==> src/rtl/alu_writeback_pkg.sv <==
// Shared constants and helpers for the ALU writeback stage: data width, status-flag bit
// positions and the per-result flag computation.
package alu_writeback_pkg;

    localparam int DATA_W     = 8;
    localparam int REG_ADDR_W = 3;
    localparam int FLAG_W     = 4;

    localparam int FLAG_SHIFT_OVF = 0;
    localparam int FLAG_ARITH_OVF = 1;
    localparam int FLAG_ZERO      = 2;
    localparam int FLAG_NEG       = 3;

    // One ALU result as held in the stage register (destination kept separately, it is parameterised).
    typedef struct packed {
        logic              wr_en;
        logic              flag_en;
        logic [DATA_W-1:0] result;
        logic              shift_ovf;
        logic              arith_ovf;
    } stage_t;

    function automatic logic [FLAG_W-1:0] result_flags(input logic [DATA_W-1:0] result,
                                                       input logic              arith_ovf,
                                                       input logic              shift_ovf);
        logic [FLAG_W-1:0] f;
        f                 = '0;
        f[FLAG_NEG]       = result[DATA_W-1];
        f[FLAG_ZERO]      = (result == '0);
        f[FLAG_ARITH_OVF] = arith_ovf;
        f[FLAG_SHIFT_OVF] = shift_ovf;
        return f;
    endfunction

endpackage

==> src/rtl/alu_writeback_if.sv <==
// ALU-result bus into the writeback stage: valid/ready handshake plus the result payload.
interface alu_writeback_if #(
    parameter int ADDR_W = 3
);
    import alu_writeback_pkg::*;

    logic              in_valid;
    logic              in_ready;
    logic              wr_en;
    logic              flag_en;
    logic [ADDR_W-1:0] dest_addr;
    logic [DATA_W-1:0] result;
    logic              shift_ovf;
    logic              arith_ovf;

    modport master (
        output in_valid, wr_en, flag_en, dest_addr, result, shift_ovf, arith_ovf,
        input  in_ready
    );

    modport slave (
        input  in_valid, wr_en, flag_en, dest_addr, result, shift_ovf, arith_ovf,
        output in_ready
    );

endinterface

==> src/rtl/alu_writeback_reg_file.sv <==
// General register file: NUM_REGS x 8 bits, one synchronous write port, two asynchronous
// read ports, register 0 hardwired to zero.
module alu_writeback_reg_file
    import alu_writeback_pkg::*;
#(
    parameter int NUM_REGS = 8,
    parameter int ADDR_W   = $clog2(NUM_REGS)
) (
    input  logic              clk,
    input  logic              reset_n,
    input  logic              we,
    input  logic [ADDR_W-1:0] waddr,
    input  logic [DATA_W-1:0] wdata,
    input  logic [ADDR_W-1:0] raddr_a,
    input  logic [ADDR_W-1:0] raddr_b,
    output logic [DATA_W-1:0] rdata_a,
    output logic [DATA_W-1:0] rdata_b
);

    logic [DATA_W-1:0] mem [NUM_REGS];

    // NOTE: the file is architectural state that must read as zero after reset, so every
    // entry is cleared; a plain data buffer would normally be left unreset.
    always_ff @(posedge clk) begin
        if (!reset_n) begin
            for (int i = 0; i < NUM_REGS; i++) mem[i] <= '0;
        end else if (we && (waddr != '0)) begin
            mem[waddr] <= wdata;
        end
    end

    assign rdata_a = (raddr_a == '0) ? '0 : mem[raddr_a];
    assign rdata_b = (raddr_b == '0) ? '0 : mem[raddr_b];

endmodule

==> src/rtl/alu_writeback.sv <==
// ALU writeback stage: one-cycle stage register, commit to register file and status flags,
// bypassed operand read ports. Define WB_STICKY_FLAGS_EN for accumulating overflow flags.
module alu_writeback
    import alu_writeback_pkg::*;
#(
    parameter int NUM_REGS = 8,
    parameter int ADDR_W   = $clog2(NUM_REGS)
) (
    input  logic               clk,
    input  logic               reset_n,
    alu_writeback_if.slave     alu,
    input  logic               hold,
    input  logic               flag_clear,
    input  logic [ADDR_W-1:0]  rd_addr_a,
    input  logic [ADDR_W-1:0]  rd_addr_b,
    output logic [DATA_W-1:0]  rd_data_a,
    output logic [DATA_W-1:0]  rd_data_b,
    output logic [FLAG_W-1:0]  flags,
    output logic               commit
);

    logic              accept;
    logic              s_valid;
    stage_t            stage;
    logic [ADDR_W-1:0] s_dest;
    logic [FLAG_W-1:0] flags_q;
    logic [FLAG_W-1:0] flags_next;
    logic              flag_update;
    logic              clear_flags;
    logic [DATA_W-1:0] rf_data_a;
    logic [DATA_W-1:0] rf_data_b;

    assign alu.in_ready = reset_n & ~hold;
    assign accept       = alu.in_valid & alu.in_ready;
    assign flag_update  = s_valid & stage.flag_en;

`ifdef WB_STICKY_FLAGS_EN
    assign clear_flags = flag_clear;
`else
    // Non-sticky flags are fully overwritten on every update, so a clear request has no effect.
    assign clear_flags = flag_clear & 1'b0;
`endif

    // NOTE: next-state logic gets its default first so no path through the block leaves a
    // value unassigned, which would otherwise infer a latch.
    always_comb begin
        flags_next = result_flags(stage.result, stage.arith_ovf, stage.shift_ovf);
`ifdef WB_STICKY_FLAGS_EN
        flags_next[FLAG_ARITH_OVF] = flags_next[FLAG_ARITH_OVF] | flags_q[FLAG_ARITH_OVF];
        flags_next[FLAG_SHIFT_OVF] = flags_next[FLAG_SHIFT_OVF] | flags_q[FLAG_SHIFT_OVF];
`endif
    end

    // NOTE: state is updated with non-blocking assignments so every register samples the
    // pre-edge values, letting the old entry commit while the new one latches.
    always_ff @(posedge clk) begin
        if (!reset_n) begin
            s_valid <= 1'b0;
            stage   <= '0;
            s_dest  <= '0;
            flags_q <= '0;
        end else begin
            s_valid <= accept;
            if (accept) begin
                stage  <= '{wr_en:     alu.wr_en,
                            flag_en:   alu.flag_en,
                            result:    alu.result,
                            shift_ovf: alu.shift_ovf,
                            arith_ovf: alu.arith_ovf};
                s_dest <= alu.dest_addr;
            end
            // A flag-updating commit takes priority over a clear in the same cycle.
            if (flag_update) begin
                flags_q <= flags_next;
            end else if (clear_flags) begin
                flags_q <= '0;
            end
        end
    end

    alu_writeback_reg_file #(
        .NUM_REGS (NUM_REGS),
        .ADDR_W   (ADDR_W)
    ) u_reg_file (
        .clk     (clk),
        .reset_n (reset_n),
        .we      (s_valid & stage.wr_en),
        .waddr   (s_dest),
        .wdata   (stage.result),
        .raddr_a (rd_addr_a),
        .raddr_b (rd_addr_b),
        .rdata_a (rf_data_a),
        .rdata_b (rf_data_b)
    );

    // Bypass the pending entry so a dependent op issued right behind it needs no stall.
    always_comb begin
        rd_data_a = rf_data_a;
        rd_data_b = rf_data_b;
        if ((rd_addr_a != '0) && s_valid && stage.wr_en && (s_dest == rd_addr_a)) begin
            rd_data_a = stage.result;
        end
        if ((rd_addr_b != '0) && s_valid && stage.wr_en && (s_dest == rd_addr_b)) begin
            rd_data_b = stage.result;
        end
    end

    assign flags  = flags_q;
    assign commit = s_valid;

endmodule

==> src/flat_wrapper.sv <==
// flat-port wrapper written by rule: the top's interface ports become plain ports
module alu_writeback_flat import alu_writeback_pkg::*;
#(
    parameter int NUM_REGS = 8,
    parameter int ADDR_W   = $clog2(NUM_REGS)
)
  (clk, reset_n, hold, flag_clear, rd_addr_a, rd_addr_b, rd_data_a, rd_data_b, flags, commit, alu_in_valid, alu_wr_en, alu_flag_en, alu_dest_addr, alu_result, alu_shift_ovf, alu_arith_ovf, alu_in_ready);
  alu_writeback_if #(.ADDR_W(ADDR_W)) alu_i ();
  input  logic clk;
  input  logic reset_n;
  input  logic hold;
  input  logic flag_clear;
  input  logic [ADDR_W-1:0] rd_addr_a;
  input  logic [ADDR_W-1:0] rd_addr_b;
  output logic [DATA_W-1:0] rd_data_a;
  output logic [DATA_W-1:0] rd_data_b;
  output logic [FLAG_W-1:0] flags;
  output logic commit;
  input wire logic [$bits(alu_i.in_valid)-1:0] alu_in_valid;
  input wire logic [$bits(alu_i.wr_en)-1:0] alu_wr_en;
  input wire logic [$bits(alu_i.flag_en)-1:0] alu_flag_en;
  input wire logic [$bits(alu_i.dest_addr)-1:0] alu_dest_addr;
  input wire logic [$bits(alu_i.result)-1:0] alu_result;
  input wire logic [$bits(alu_i.shift_ovf)-1:0] alu_shift_ovf;
  input wire logic [$bits(alu_i.arith_ovf)-1:0] alu_arith_ovf;
  output wire logic [$bits(alu_i.in_ready)-1:0] alu_in_ready;
  assign alu_i.in_valid = alu_in_valid;
  assign alu_i.wr_en = alu_wr_en;
  assign alu_i.flag_en = alu_flag_en;
  assign alu_i.dest_addr = alu_dest_addr;
  assign alu_i.result = alu_result;
  assign alu_i.shift_ovf = alu_shift_ovf;
  assign alu_i.arith_ovf = alu_arith_ovf;
  assign alu_in_ready = alu_i.in_ready;
  alu_writeback #(.NUM_REGS(NUM_REGS), .ADDR_W(ADDR_W)) u_core (.clk(clk), .reset_n(reset_n), .alu(alu_i), .hold(hold), .flag_clear(flag_clear), .rd_addr_a(rd_addr_a), .rd_addr_b(rd_addr_b), .rd_data_a(rd_data_a), .rd_data_b(rd_data_b), .flags(flags), .commit(commit));
endmodule
==> config.mk <==
export PLATFORM = sky130hd
export DESIGN_NAME = alu_writeback_flat
export DESIGN_NICKNAME = d
export VERILOG_FILES = /design/src/rtl/alu_writeback_pkg.sv /design/src/rtl/alu_writeback_if.sv /design/src/rtl/alu_writeback_reg_file.sv /design/src/rtl/alu_writeback.sv /design/src/flat_wrapper.sv
export SDC_FILE = /design/constraint.sdc
export NUM_CORES = 1
export LEC_CHECK = 0
export BUFFER_PORTS_ARGS = -buffer_cell sky130_fd_sc_hd__clkbuf_2
export CORE_ASPECT_RATIO = 0.8
export CORE_MARGIN = 5
export CORE_UTILIZATION = 49
export DETAILED_ROUTE_END_ITERATION = 10
export GPL_TIMING_DRIVEN = 0
export HOLD_SLACK_MARGIN = 0.12
export PLACE_DENSITY = 0.68
export SLEW_MARGIN = 20
export SYNTH_ARGS = -nofsm -noshare
export SYNTH_HDL_FRONTEND = slang
export SYNTH_SLANG_ARGS = --single-unit
==> constraint.sdc <==
create_clock -name clk -period 2.7 [get_ports clk]
set_clock_uncertainty 0.15 [all_clocks]
set_input_delay 0.405 -clock clk [delete_from_list [all_inputs] [get_ports clk]]
set_output_delay 0.405 -clock clk [all_outputs]
set_load 0.01 [all_outputs]
==> impl_metrics.prom, run 1 <==
# TYPE chip_impl_metric gauge
chip_impl_info{name="status",value="completed"} 1
chip_impl_info{name="synth_top_cell_by_area",value="sky130_fd_sc_hd__edfxtp_1"} 1
chip_impl_metric{name="max_slew_margin",unit="%"} 32.3
chip_impl_info{name="worst_setup_path_start_kind",value="flip-flop"} 1
chip_impl_metric{name="overflow",unit=""} 0
chip_impl_info{name="worstPathCellList",value="buf_6, or3b_1, a211o_1, a21oi_4, buf_4, o2bb2ai_1, clkbuf_2"} 1
chip_impl_metric{name="track_usage",unit="%"} 22.5
chip_impl_metric{name="whs",unit="ns"} 0.127
chip_impl_metric{name="area_growth_syn_to_layout",unit="%"} 20.5
chip_impl_metric{name="post-route-worst-setup-slack",unit="ns"} 0.0398
chip_impl_metric{name="routedWlPerCell",unit="um"} 21.6
chip_impl_metric{name="count_of_maximum_capacitance_violations",unit=""} 0
chip_impl_metric{name="min_period_over_period",unit="%"} 98.5
chip_impl_metric{name="critical_path_peak_fanout",unit=""} 10
chip_impl_metric{name="setup.reg_to_reg.worst_slack",unit="ns"} 0.21
chip_impl_metric{name="syn_avg_cell_area",unit="um^2"} 13.2
chip_impl_metric{name="max_slew_violations",unit=""} 0
chip_impl_metric{name="worst_ep_arrival_time",unit="ns"} 2.11
chip_impl_metric{name="detail_route.first_pass.iterations",unit=""} 4
chip_impl_info{name="end_kind",value="output port"} 1
chip_impl_metric{name="ys_warn_count",unit=""} 0
chip_impl_metric{name="antenna-diode-count",unit=""} 0
chip_impl_metric{name="fp.dieArea",unit="um^2"} 11000
chip_impl_metric{name="vias",unit=""} 3092
chip_impl_metric{name="die-height",unit="um"} 94.9
chip_impl_info{name="tritoncts_clock_tree",value="done"} 1
chip_impl_metric{name="io_buffer_count",unit=""} 41
chip_impl_metric{name="power.combinational.fraction",unit="%"} 11.4
chip_impl_metric{name="first_global_vias",unit=""} 3116
chip_impl_metric{name="fp.coreArea",unit="um^2"} 8920
chip_impl_info{name="netlist_top_cells_area",value="sky130_fd_sc_hd__edfxtp_1, sky130_fd_sc_hd__dfxtp_1, sky130_fd_sc_hd__mux4_2"} 1
chip_impl_metric{name="clock-sinks",unit=""} 84
chip_impl_metric{name="initial_utilization",unit="%"} 49.4
chip_impl_metric{name="yosys.area.top_type_share",unit="%"} 43.6
chip_impl_metric{name="source_to_sink_clock_delay_at_the_later_pin_of_the_worst_skew_pair",unit="ns"} 0.34
chip_impl_metric{name="synthXorXnorAreaFrac",unit="%"} 0.993
chip_impl_metric{name="vdd.ir_drop.worst",unit="V"} 0.000334
chip_impl_info{name="yosys.cell_count.top_type",value="sky130_fd_sc_hd__edfxtp_1"} 1
chip_impl_metric{name="design.final.nets",unit=""} 435
chip_impl_metric{name="finalCriticalPeriod",unit="ns"} 2.66
chip_impl_metric{name="first_iter_violations",unit=""} 201
chip_impl_metric{name="cts.reportedPaths.clkPinSlew",unit="ns"} 0.07
chip_impl_metric{name="ys_seq_elements",unit=""} 84
chip_impl_metric{name="grt_pass1_wl",unit="um"} 17700
chip_impl_info{name="worstReg2RegStart",value="u_core.commit$_SDFF_PN0_"} 1
chip_impl_metric{name="layout-drive-gt1-share",unit="%"} 25.4
chip_impl_metric{name="cellLeakagePower",unit="nW"} 1.99
chip_impl_info{name="netlist_top_cells_count",value="sky130_fd_sc_hd__edfxtp_1, sky130_fd_sc_hd__and2_1, sky130_fd_sc_hd__nand2_1"} 1
chip_impl_metric{name="drc_violation_count_after_routing",unit=""} 0
chip_impl_metric{name="top_level_ports",unit=""} 48
chip_impl_info{name="synth_top_family_by_area",value="multiplexers"} 1
chip_impl_metric{name="complex_gate_fraction_of_the_synthesized_area",unit="%"} 7.15
chip_impl_metric{name="synth_simple_gate_area_share",unit="%"} 14.6
chip_impl_metric{name="place.detailed.hpwl",unit="um"} 7890
chip_impl_metric{name="timing.final.hold_violations",unit=""} 0
chip_impl_metric{name="post_place_setup_slack",unit="ns"} -0.104
chip_impl_metric{name="relative_contribution_of_sequential_cells_to_total_power",unit="%"} 47.1
chip_impl_metric{name="worstMarginPinSlew",unit="ns"} 1.01
chip_impl_metric{name="fin_total_pwr",unit="mW"} 3.12
chip_impl_metric{name="worstPathRequired",unit="ns"} 2.14
chip_impl_metric{name="netSwitchingPower",unit="mW"} 0.747
chip_impl_info{name="regToRegEndpoint",value="u_core.u_reg_file.mem[1][3]$_SDFFCE_PN0P_"} 1
chip_impl_metric{name="die_width",unit="um"} 116
chip_impl_metric{name="core.rowCount",unit=""} 31
chip_impl_metric{name="finalSetupViolCount",unit=""} 0
chip_impl_info{name="hold_path_end",value="u_core.stage[10]$_SDFFE_PN0P_"} 1
chip_impl_metric{name="switching_share",unit="%"} 23.9
chip_impl_metric{name="wire_length_after_detailed_routing",unit="um"} 11400
chip_impl_metric{name="ys_types",unit=""} 38
chip_impl_metric{name="post_synth_fa_ha_maj_area_fraction",unit="%"} 0
chip_impl_metric{name="clk_path_buf_depth",unit=""} 2
chip_impl_metric{name="critical-path-max-stage-delay",unit="ns"} 0.38
chip_impl_info{name="timing.hold.worst.class",value="input port to flip-flop"} 1
chip_impl_metric{name="ant_nets",unit=""} 0
chip_impl_metric{name="grt_max_degree",unit=""} 16
chip_impl_info{name="synth_top_flop_cell",value="sky130_fd_sc_hd__edfxtp_1"} 1
chip_impl_metric{name="h-tree-depth",unit=""} 3
chip_impl_metric{name="edff_count_synth",unit=""} 64
chip_impl_metric{name="routabilityCongestion",unit=""} 0.804
chip_impl_info{name="cts.root.buffer_cell",value="sky130_fd_sc_hd__clkbuf_16"} 1
chip_impl_metric{name="max_freq",unit="GHz"} 0.376
chip_impl_metric{name="synthMuxAreaShare",unit="%"} 21.1
chip_impl_info{name="hold_path_startpoint",value="alu_flag_en"} 1
chip_impl_metric{name="postSynth.asyncResetShare",unit="%"} 0
chip_impl_metric{name="pwr_density_cell",unit="nW/um^2"} 588
chip_impl_metric{name="p_clk_share",unit="%"} 41.5
chip_impl_info{name="setup.worst_path.class",value="flip-flop to output port"} 1
chip_impl_metric{name="worst_hold_depth",unit=""} 3
chip_impl_metric{name="worstRegToRegCells",unit=""} 4
chip_impl_metric{name="tritoncts.num_buffers",unit=""} 9
chip_impl_metric{name="vias_per_cell",unit=""} 5.84
chip_impl_metric{name="internal_power",unit="mW"} 2.38
chip_impl_info{name="slowest_stage",value="sky130_fd_sc_hd__or3b_1"} 1
chip_impl_metric{name="sequential_area_share_after_synthesis",unit="%"} 52.7
chip_impl_metric{name="synthesis.area",unit="um^2"} 4410
chip_impl_metric{name="antenna_violations_before_repair",unit=""} 0
chip_impl_metric{name="syn-instance-count",unit=""} 333
==> metrics by stage <==
step	TNS (ns)	cells	utilization (%)	cell area [um^2]
3_3_place_gp	-3.36	496	53.6	4790
4_1_cts	0	527	59.1	5270
3_5_place_dp	-0.420	498	54.0	4810
2_1_floorplan	0	340	-	4440
6_report	0	529	59.6	5310
5_1_grt	-0.000785	529	59.6	5310
==> power groups by stage <==
stage          Clock (mW)  Combinational (mW)  Sequential [mW]
2_1_floorplan           0               0.229             1.48
6_report             1.30               0.355             1.47
4_1_cts              1.30               0.355             1.47
3_3_place_gp            0               0.327             1.50
5_1_grt              1.36               0.385             1.48
3_5_place_dp            0               0.338             1.50
==> cells in the final DEF (no fill, tap or decap), types with 2 or more instances in the layout <==
cell type	Yosys	final
sky130_fd_sc_hd__buf_6	3	3
sky130_fd_sc_hd__buf_2	5	5
sky130_fd_sc_hd__a21oi_4	1	2
sky130_fd_sc_hd__nand2b_1	3	3
sky130_fd_sc_hd__nor4_1	2	2
sky130_fd_sc_hd__edfxtp_1	64	64
sky130_fd_sc_hd__buf_4	3	7
sky130_fd_sc_hd__inv_4	0	2
sky130_fd_sc_hd__conb_1	1	8
sky130_fd_sc_hd__mux2i_1	16	16
sky130_fd_sc_hd__clkbuf_1	14	13
sky130_fd_sc_hd__mux4_1	8	8
sky130_fd_sc_hd__dfxtp_1	20	20
sky130_fd_sc_hd__clkbuf_16	0	11
sky130_fd_sc_hd__dlygate4sd3_1	0	13
sky130_fd_sc_hd__o2bb2ai_1	16	16
sky130_fd_sc_hd__xnor2_1	5	5
sky130_fd_sc_hd__nand3_1	6	6
sky130_fd_sc_hd__inv_1	2	2
sky130_fd_sc_hd__and2_1	56	56
sky130_fd_sc_hd__mux4_2	16	16
sky130_fd_sc_hd__nand2_1	40	40
sky130_fd_sc_hd__nor2_1	5	5
sky130_fd_sc_hd__o21ai_0	18	14
sky130_fd_sc_hd__inv_6	0	2
sky130_fd_sc_hd__mux4_4	8	8
sky130_fd_sc_hd__clkbuf_2	0	42
sky130_fd_sc_hd__o21ai_1	0	4
sky130_fd_sc_hd__a21oi_1	4	4
==> worst max path at each step <==
| stage | start | endpoint | cells past startpoint |
|---|---|---|---|
| floorplan | rd_addr_a[0] | rd_data_a[5] | 5 |
| global placement | u_core.commit$_SDFF_PN0_ | u_core.u_reg_file.mem[1][5]$_SDFFCE_PN0P_ | 4 |
| detailed placement | rd_addr_a[1] | rd_data_a[0] | 6 |
| CTS | u_core.s_dest[1]$_SDFFE_PN0P_ | rd_data_b[0] | 6 |
| global route | u_core.s_dest[1]$_SDFFE_PN0P_ | rd_data_b[4] | 7 |
| finish | u_core.s_dest[1]$_SDFFE_PN0P_ | rd_data_b[0] | 7 |
==> registers in the layout, summed over array words and instances (netlist names) <==
signal                 count
u_core.commit              1
u_core.flags               4
u_core.flags_next          3
u_core.s_dest              3
u_core.stage               9
u_core.u_reg_file.mem     64
==> cell families after synthesis <==
kind of cell	Yosys count
other cells	1
flops	84
simple gates	122
mux	48
xor+xnor	5
compound gates	45
buf+inv	28
==> routing by layer <==
metal | up-vias | part of all wire (%) | global-route usage [%]
met4 | 0 | 1.2 | 5.12
met2 | 141 | 49 | 37.1
li1 | 1401 | - | -
met5 | - | 0 | 0
met3 | 15 | 8.6 | 5.25
met1 | 1535 | 41 | 30.6
==> worst max-delay path, delay by kind of cell (launching register included) <==
kind,cells,cell delay (ns)
flops,1,0.31
compound gates,3,0.62
buf+inv,3,0.46
simple gates,1,0.38
==> what timing repair did <==
| action | in CTS | in global routing |
|---|---|---|
| pin swaps | 1 | 1 |
| setup buffers | 0 | 2 |
| endpoints found under the hold margin | 13 | 0 |
| setup endpoints to repair | 10 | 16 |
| hold buffers | 13 | 0 |
| gates resized for setup | 2 | 6 |
==> layout make-up <==
class                   count  area (um^2)
clock buffers              12          289
fillers                   714         3610
repair buffers             58          365
well taps                 115          144
multi-input cells         228         2010
clock inverters             4         30.0
plain buffers              26          146
flip-flops and latches     84         2320
inverters                   2         7.51
Power figures use the tool's default switching activity.
==> inputs of run 2 (changes only) <==
--- a/config.mk
+++ b/config.mk
@@ -6,9 +6,10 @@
 export NUM_CORES = 1
 export LEC_CHECK = 0
 export BUFFER_PORTS_ARGS = -buffer_cell sky130_fd_sc_hd__clkbuf_2
-export CORE_ASPECT_RATIO = 0.8
+export CORE_ASPECT_RATIO = 0.7
 export CORE_MARGIN = 5
 export CORE_UTILIZATION = 49
+export CTS_CLUSTER_SIZE = 28
 export DETAILED_ROUTE_END_ITERATION = 10
 export GPL_TIMING_DRIVEN = 0
 export HOLD_SLACK_MARGIN = 0.12
==> run 2 against run 1 <==
Effect of this change: highest routed layer unchanged; design area about the same; wire length decreased by 1.0%; register-to-register slack better by 0.05 ns.
==> impl_metrics.prom, run 2 (synthesis results as in run 1) <==
# TYPE chip_impl_metric gauge
chip_impl_info{name="status",value="completed"} 1
chip_impl_metric{name="worst_ep_arrival_time",unit="ns"} 2.10
chip_impl_metric{name="timing.final.hold_violations",unit=""} 0
chip_impl_metric{name="wire_length_after_detailed_routing",unit="um"} 11300
chip_impl_metric{name="ant_nets",unit=""} 0
chip_impl_metric{name="count_of_maximum_capacitance_violations",unit=""} 0
chip_impl_metric{name="netSwitchingPower",unit="mW"} 0.736
chip_impl_metric{name="internal_power",unit="mW"} 2.37
chip_impl_metric{name="critical_path_peak_fanout",unit=""} 10
chip_impl_metric{name="h-tree-depth",unit=""} 3
chip_impl_metric{name="routedWlPerCell",unit="um"} 21.1
chip_impl_metric{name="initial_utilization",unit="%"} 49.4
chip_impl_info{name="end_kind",value="output port"} 1
chip_impl_metric{name="finalCriticalPeriod",unit="ns"} 2.65
chip_impl_metric{name="cts.reportedPaths.clkPinSlew",unit="ns"} 0.06
chip_impl_metric{name="clk_path_buf_depth",unit=""} 2
chip_impl_metric{name="top_level_ports",unit=""} 48
chip_impl_metric{name="max_slew_margin",unit="%"} 34.6
chip_impl_metric{name="area_growth_syn_to_layout",unit="%"} 20.6
chip_impl_info{name="worst_setup_path_start_kind",value="flip-flop"} 1
chip_impl_metric{name="fp.dieArea",unit="um^2"} 11000
chip_impl_metric{name="place.detailed.hpwl",unit="um"} 7910
chip_impl_metric{name="source_to_sink_clock_delay_at_the_later_pin_of_the_worst_skew_pair",unit="ns"} 0.34
chip_impl_metric{name="relative_contribution_of_sequential_cells_to_total_power",unit="%"} 47.4
chip_impl_metric{name="final.setup.tns",unit="ns"} 0
chip_impl_metric{name="switching_share",unit="%"} 23.7
chip_impl_metric{name="max_freq",unit="GHz"} 0.377
chip_impl_metric{name="power.combinational.fraction",unit="%"} 11.3
chip_impl_metric{name="detail_route.first_pass.iterations",unit=""} 5
chip_impl_metric{name="max_slew_violations",unit=""} 0
chip_impl_metric{name="tritoncts.num_buffers",unit=""} 9
chip_impl_metric{name="p_clk_share",unit="%"} 41.3
chip_impl_metric{name="design.final.nets",unit=""} 434
chip_impl_info{name="cts.root.buffer_cell",value="sky130_fd_sc_hd__clkbuf_16"} 1
chip_impl_info{name="final_cell_mix",value="sky130_fd_sc_hd__edfxtp_1, sky130_fd_sc_hd__and2_1, sky130_fd_sc_hd__nand2_1, sky130_fd_sc_hd__clkbuf_2, sky130_fd_sc_hd__dfxtp_1"} 1
chip_impl_metric{name="die_width",unit="um"} 123
chip_impl_metric{name="grt_pass1_wl",unit="um"} 17300
chip_impl_metric{name="vias_per_cell",unit=""} 5.61
chip_impl_info{name="top_register",value="u_core.u_reg_file.mem"} 1
chip_impl_metric{name="first_iter_violations",unit=""} 322
chip_impl_info{name="setup.worst_path.class",value="flip-flop to output port"} 1
chip_impl_metric{name="routabilityCongestion",unit=""} 0.812
chip_impl_metric{name="layout-drive-gt1-share",unit="%"} 24.9
chip_impl_metric{name="antenna_violations_before_repair",unit=""} 0
chip_impl_metric{name="fin_total_pwr",unit="mW"} 3.11
chip_impl_metric{name="finalSetupViolCount",unit=""} 0
chip_impl_metric{name="pwr_density_cell",unit="nW/um^2"} 585
chip_impl_metric{name="grt_max_degree",unit=""} 16
chip_impl_metric{name="largest_reg_flops",unit=""} 64
chip_impl_metric{name="antenna-diode-count",unit=""} 0
chip_impl_info{name="tritoncts_clock_tree",value="done"} 1
chip_impl_info{name="most_common_cell_after_layout_fill_and_taps_aside",value="sky130_fd_sc_hd__edfxtp_1"} 1
chip_impl_metric{name="clock-sinks",unit=""} 84
chip_impl_metric{name="min_period_over_period",unit="%"} 98.3
chip_impl_metric{name="first_global_vias",unit=""} 3079
chip_impl_metric{name="overflow",unit=""} 0
chip_impl_metric{name="worstPathRequired",unit="ns"} 2.14
chip_impl_metric{name="track_usage",unit="%"} 22.2
chip_impl_metric{name="io_buffer_count",unit=""} 41
chip_impl_metric{name="fp.coreArea",unit="um^2"} 8930
chip_impl_metric{name="worstMarginPinSlew",unit="ns"} 0.975
chip_impl_metric{name="drc_violation_count_after_routing",unit=""} 0
chip_impl_metric{name="cellLeakagePower",unit="nW"} 1.98
chip_impl_metric{name="die-height",unit="um"} 89.4
chip_impl_metric{name="core.rowCount",unit=""} 29
chip_impl_metric{name="finish.utilization",unit="%"} 59.6
chip_impl_info{name="timing.hold.worst.class",value="input port to flip-flop"} 1
chip_impl_metric{name="vdd.ir_drop.worst",unit="V"} 0.000364
chip_impl_metric{name="vias",unit=""} 3014
==> run 2: cell count changes in the layout (fill, tap and decap cells not counted), moves of 2 or more <==
cell | previous run | this run
sky130_fd_sc_hd__clkbuf_1 | 13 | 15
sky130_fd_sc_hd__buf_4 | 7 | 5
sky130_fd_sc_hd__buf_2 | 5 | 8
sky130_fd_sc_hd__clkbuf_2 | 42 | 38
==> run 2: per-layer routing <==
metal  up-vias  track usage (%)  routed length [um]
li1       1400                -                   -
met1      1483             28.7                4750
met2       118             37.3                5540
met3        13             5.25                 867
met4         0             7.24                 154
met5         -                0                   0
==> run 2: repair_timing <==
item                       in CTS  in global routing
gates resized for setup         3                  6
hold buffers                   13                  0
setup endpoints to repair      20                 24
hold endpoints to repair       13                  0
buffers inserted                0                  1
pin swaps                       1                  1
==> run 2: path summary, 6_finish.rpt <==
| path | from | endpoint | slack (ns) | cells past startpoint |
|---|---|---|---|---|
| setup / recovery | u_core.s_dest[1]$_SDFFE_PN0P_ | rd_data_b[2] | 0.05 | 7 |
| hold reg to reg | u_core.stage[11]$_SDFFE_PN0P_ | u_core.stage[11]$_SDFFE_PN0P_ | 0.31 | 2 |
| hold / removal | alu_result[2] | u_core.stage[4]$_SDFFE_PN0P_ | 0.14 | 3 |
| setup reg to reg | u_core.commit$_SDFF_PN0_ | u_core.u_reg_file.mem[1][5]$_SDFFCE_PN0P_ | 0.26 | 4 |
==> run 2: layout make-up <==
| type | count | area [um^2] |
|---|---|---|
| Buffer | 26 | 145 |
| Clock buffer | 13 | 293 |
| Clock inverter | 3 | 23.8 |
| Fill cell | 723 | 3610 |
| Inverter | 2 | 7.51 |
| Multi-Input combinational cell | 228 | 2000 |
| Sequential cell | 84 | 2320 |
| Tap cell | 124 | 155 |
| Timing Repair Buffer | 57 | 370 |
==> run 2: per-stage QoR <==
| stage | setup slack (ns) | std cells | hold WS, ns | cell area, um^2 |
|---|---|---|---|---|
| after detailed placement | -0.165 | 507 | 0.302 | 4820 |
| after floorplan | 0.522 | 340 | 0.281 | 4440 |
| final | 0.0465 | 537 | 0.139 | 5320 |
| after global placement | -0.144 | 505 | 0.295 | 4800 |
| after CTS | 0.00250 | 536 | 0.123 | 5280 |
| after global routing | -0.0106 | 537 | 0.135 | 5320 |
==> run 2: worst max-delay path: stages (launching register included) <==
cell	delay [ns]
sky130_fd_sc_hd__dfxtp_1	0.32
sky130_fd_sc_hd__buf_6	0.15
sky130_fd_sc_hd__or3b_1	0.37
sky130_fd_sc_hd__a211o_1	0.30
sky130_fd_sc_hd__a21oi_4	0.19
sky130_fd_sc_hd__buf_12	0.15
sky130_fd_sc_hd__o2bb2ai_1	0.12
sky130_fd_sc_hd__buf_2	0.16
==> run 2: power groups by stage <==
stage,registers (mW),logic (mW),clock network (mW)
after floorplan,1.48,0.229,0
after global placement,1.50,0.322,0
after detailed placement,1.50,0.333,0
after CTS,1.47,0.350,1.31
after global routing,1.48,0.380,1.36
final,1.47,0.352,1.28
